==> config.mk <==
export PLATFORM = sky130hd
export DESIGN_NAME = product_accumulator
export DESIGN_NICKNAME = d
export VERILOG_FILES = /design/src/rtl/product_accumulator.sv
export SDC_FILE = /design/constraint.sdc
export NUM_CORES = 1
export LEC_CHECK = 0
export BUFFER_PORTS_ARGS = -buffer_cell sky130_fd_sc_hd__buf_4
export CORE_MARGIN = 1.5
export CORE_UTILIZATION = 57
export DETAILED_ROUTE_END_ITERATION = 7
export PLACE_DENSITY = 0.77
export SETUP_SLACK_MARGIN = 0.2
export SLEW_MARGIN = 20
export SYNTH_ARGS = -nofsm -noshare
export SYNTH_HDL_FRONTEND = slang
export SYNTH_SLANG_ARGS = --single-unit
==> constraint.sdc <==
create_clock -name clk -period 3.3 [get_ports clk]
set_clock_uncertainty 0.05 [all_clocks]
set_input_delay 0.33 -clock clk [delete_from_list [all_inputs] [get_ports clk]]
set_output_delay 0.33 -clock clk [all_outputs]
set_load 0.01 [all_outputs]
==> src/rtl/product_accumulator.sv <==
// product_accumulator: sums packets of multiplier products into a registered result with beat count and overflow flag.
// Define PRODUCT_ACC_SAT_EN to saturate the running sum on overflow instead of wrapping.
module product_accumulator #(
    parameter int WIDTH = 8,
    parameter int ACC_WIDTH = 24,
    parameter int COUNT_WIDTH = 8
) (
    input  logic                   clk,
    input  logic                   rst,
    input  logic                   in_valid,
    output logic                   in_ready,
    input  logic [2*WIDTH-1:0]     in_data,
    input  logic                   in_last,
    output logic                   out_valid,
    input  logic                   out_ready,
    output logic [ACC_WIDTH-1:0]   out_data,
    output logic [COUNT_WIDTH-1:0] out_count,
    output logic                   out_ovf
);
    typedef enum logic {EMPTY, FULL} state_t;
    state_t state, state_next;
    logic [ACC_WIDTH-1:0] acc, acc_next, sum;
    logic [COUNT_WIDTH-1:0] cnt, cnt_next;
    logic ovf, ovf_next, carry, accept, xfer;
    assign {carry, sum} = {1'b0, acc} + {{(ACC_WIDTH-2*WIDTH+1){1'b0}}, in_data};
`ifdef PRODUCT_ACC_SAT_EN
    // once saturated, any further nonzero product carries again, so the sum stays pinned
    assign acc_next = carry ? '1 : sum;
`else
    assign acc_next = sum;
`endif
    assign cnt_next = &cnt ? cnt : cnt + 1'b1;
    assign ovf_next = ovf | carry;
    assign in_ready = !rst && !(out_valid && !out_ready);
    assign accept = in_valid && in_ready;
    assign xfer = out_valid && out_ready;
    always_ff @(posedge clk) begin
        if (rst) state <= EMPTY;
        else state <= state_next;
    end
    always_comb begin
        state_next = state;
        if (accept && in_last) state_next = FULL;
        else if (xfer) state_next = EMPTY;
    end
    always_comb begin
        out_valid = state == FULL;
    end
    always_ff @(posedge clk) begin
        if (rst) begin
            acc <= '0;
            cnt <= '0;
            ovf <= 1'b0;
            out_data <= '0;
            out_count <= '0;
            out_ovf <= 1'b0;
        end else if (accept) begin
            acc <= in_last ? '0 : acc_next;
            cnt <= in_last ? '0 : cnt_next;
            ovf <= in_last ? 1'b0 : ovf_next;
            if (in_last) begin
                out_data <= acc_next;
                out_count <= cnt_next;
                out_ovf <= ovf_next;
            end
        end
    end
endmodule
==> run_results.csv <==
group,metric,value,unit
synthesis,synthXorXnorAreaFrac,3.115,%
worst_setup_path,cp.required,3.50,ns
pwr,power_density,400.6,mW/mm^2
timing,finalHoldViolations,0,
floorplanning,num_io_pins,56,
place,dp_hpwl,6.482,mm
synthesis,synth_compound_area_share,26.74,%
route,drc,0,
hold_path,holdPathEnd,"out_valid$_SDFFE_PP0P_",
global_route,overflow,0,
clock_network,root_buffer,"clkbuf_8",
pwr,leakagePower,1.912,nW
worst_setup_path,reg2reg_slack,0.70,ns
timing,fin_setup_tns,0,ns
route,wl_per_cell,16.41,microns
route,routed_wl,9.239,mm
synthesis,synthesis.area,0.003655,sq mm
outcome,outcome,"completed",
synthesis,async_flop_share,0,%
timing,post-route-min-period,2.603,ns
worst_setup_path,worstPathArrival,2.80,ns
worst_setup_path,worstSetupPathType,"flop to flop",
place,gp_congestion,0.9019,
worst_setup_path,crit_chain,"ha_1 > inv_1 > fa_1 > nor2b_1 > o2111ai_1 > a211oi_2 > o2111ai_2 > and2_1 > o32ai_2",
flow_run,cap_viol_max_count,0,
route,drt_iter0_drc,226,
finish,final_cell_count_no_fill,563,
synthesis,synth.distinct_cells,62,
floorplanning,core,0.006061,sq mm
route,vias,3516,
timing,rsz0062_at_grt,"false",
pwr,total_power,1.717,mW
global_route,grt_pass1_wl,15.70,mm
synthesis,ys.flop_type,"dfxtp_1",
pwr,clockPowerShare,33.9,%
global_route,grt_max_degree,31,
synthesis,synth_top_family_by_area,"compound AO/OA/AOI/OAI gates",
synthesis,synth_top_area_share,36.70,%
synthesis,synth_top_cell_by_area,"dfxtp_1",
route,vias_per_cell,6.245,
clock_network,h-tree-depth,3,
finish,diodes,0,
worst_setup_path,reg2reg_to,"acc[22]$_SDFFE_PP0P_",
floorplanning,dieHeight,83.08,microns
global_route,grt_usage,27.54,%
clock_network,cts_hold_buffers,0,
place,dp.cells,550,
pwr,comb_power_share,16.4,%
pwr,seq_power_share,49.7,%
pwr,netSwitchingFraction,28.28,%
worst_setup_path,slowest_delay,0.41,ns
finish,drive_gt1_share,19.06,%
clock_network,clk_latency,0.35,ns
timing,finalCritPeriodShare,78.88,%
clock_network,clock_sinks,67,
route,first_pass_iters,4,
worst_setup_path,cp_slowest_cell,"a211oi_2",
route,detail-route-antenna-nets,0,
worst_setup_path,critPathCaptureType,"flop",
clock_network,cts_buffers,9,
global_route,grt_antenna_before_repair,0,
synthesis,synth.top_cells.by_count,"dfxtp_1, nand3_1, nand2_1",
synthesis,syn-num-nets,477,
floorplanning,row_count,28,
finish,n_fill_cell,523,
synthesis,synth-seq-cells,67,
worst_setup_path,crit_fanout,4,
worst_setup_path,timing.rr.start,"acc[0]$_SDFFE_PP0P_",
synthesis,yosys.area_share.adder,6.368,%
synthesis,yosysWarnings,0,
clock_network,cts.path.max_buffers,2,
timing,worst_pin_slew,0.7718,ns
floorplanning,initial_utilization,60.30,%
synthesis,synthMuxAreaShare,0.2739,%
synthesis,yosys.area_share.simple,23.31,%
timing,drv_slew,0,
floorplanning,fp.dieArea,0.006901,sq mm
clock_network,cts_resized,0,
synthesis,synth.most_common_cell,"dfxtp_1",
pwr,ir_drop,248.0,uV
synthesis,synthCells,438,
finish,nets,525,
synthesis,synth.yosys.seq_area_share,36.70,%
timing,fmax,384.2,MHz
worst_setup_path,startpoint_type,"flop",
synthesis,synth_edf_count,0,
finish,postLayoutCoreUtil,70.73,%
timing,timing.slew.headroom,48.42,%
place,portBuffers,55,
hold_path,hold_depth,3,
worst_setup_path,r2r_cells,9,
clock_network,post_cts_buffers,0,
finish,area_growth,17.29,%
floorplanning,die_x,83.08,microns
synthesis,syn_area_per_cell,8.344,sq um
timing,setup_viol_count_final,0,
clock_network,cts_tree,"yes",
hold_path,min_from,"out_ready",
hold_path,min_path_type,"primary input to flop",
pwr,p_sw,485.6,uW
clock_network,clkTransAtPathRegs,0.07,ns
pwr,intPower,1.231,mW
global_route,grt_pass1_vias,3277,
synthesis,synth.area.top_cells,"dfxtp_1, nand3_1, ha_1, nand2_1, nor2_1",
-- cell type report --
cell class / count / area [sq um] / area share, %
clock buffers: 10 / 137.6 / 3.211
clock inverters: 3 / 17.52 / 0.4086
inverters: 6 / 22.52 / 0.5254
multi-input cells: 339 / 2188 / 51.05
flip-flops and latches: 67 / 1341 / 31.29
well taps: 75 / 93.84 / 2.189
repair buffers: 63 / 485.5 / 11.33
-- per-layer routing --
metal  share of wire [%]  vias up  GRT usage (%)
met5                   0        -              0
met4                 1.4        0          8.182
met3                 4.3       14          5.567
met2                  48       91          44.94
met1                  47     1681          36.86
li1                    -     1730              -
-- cell families (layout without fill, tap and decap cells) --
group           Yosys count  in the layout
simple gates            173            173
flops                    67             67
compound gates          134            134
buf+inv                  32             82
mux                       1              1
xor+xnor                 13             13
fa+ha+maj                18             18
-- power by group through the flow --
| stage | logic (mW) | clock network, mW | registers, mW |
|---|---|---|---|
| after floorplan | 0.175 | 0 | 0.876 |
| after global placement | 0.274 | 0 | 0.870 |
| after detailed placement | 0.278 | 0 | 0.871 |
| after CTS | 0.281 | 0.584 | 0.853 |
| after global routing | 0.310 | 0.625 | 0.856 |
| final | 0.282 | 0.582 | 0.853 |
-- critical path, delay by kind of cell, from the launching register on --
| family | cells | cell delay (ns) |
|---|---|---|
| flip-flops | 1 | 0.33 |
| adder cells (fa/ha/maj) | 2 | 0.57 |
| buffers and inverters | 1 | 0.06 |
| AO/OA/AOI/OAI | 4 | 1.10 |
| AND/OR/NAND/NOR | 2 | 0.40 |
-- worst max-delay path by stage --
stage | end | start | cells after the start | slack, ns
detailed placement | acc[22]$_SDFFE_PP0P_ | in_data[0] | 10 | 0.66
global placement | acc[22]$_SDFFE_PP0P_ | in_data[0] | 10 | 0.70
floorplan | acc[22]$_SDFFE_PP0P_ | in_data[0] | 9 | 0.98
CTS | acc[22]$_SDFFE_PP0P_ | acc[0]$_SDFFE_PP0P_ | 9 | 0.72
finish | acc[22]$_SDFFE_PP0P_ | acc[0]$_SDFFE_PP0P_ | 9 | 0.70
global route | acc[22]$_SDFFE_PP0P_ | acc[0]$_SDFFE_PP0P_ | 9 | 0.48
-- state kept, by name, summed over array words and instances, names as in the netlist --
register and count:
acc 24, cnt 8, out_count 8, out_data 24, out_ovf 1, out_valid 1, ovf 1
-- stage by stage --
stage          setup slack (ns)  area, sq um  hold slack, ns
2_1_floorplan            0.9791         3655          0.3792
3_3_place_gp             0.6954         4129          0.3916
3_5_place_dp             0.6638         4129          0.3950
4_1_cts                  0.7219         4284          0.2461
5_1_grt                  0.4827         4287          0.2567
6_report                 0.6970         4287          0.2522
-- layout by cell type, fill, tap and decap left out, types with 4 or more instances in the layout --
cell	instances
nand3_1	44
xnor2_1	6
buf_4	62
clkbuf_8	10
o211ai_1	18
a31oi_1	7
and3_1	9
xor2_1	7
nand2_1	42
ha_1	17
a32oi_1	4
a21o_1	15
or4_1	4
dfxtp_1	67
o21a_1	7
and2_1	5
o2111ai_1	4
a22oi_1	6
inv_1	4
a21oi_1	17
nor2_1	35
o31ai_1	7
nor3_1	9
o21ai_0	21
(Power assumes the default switching activity.)
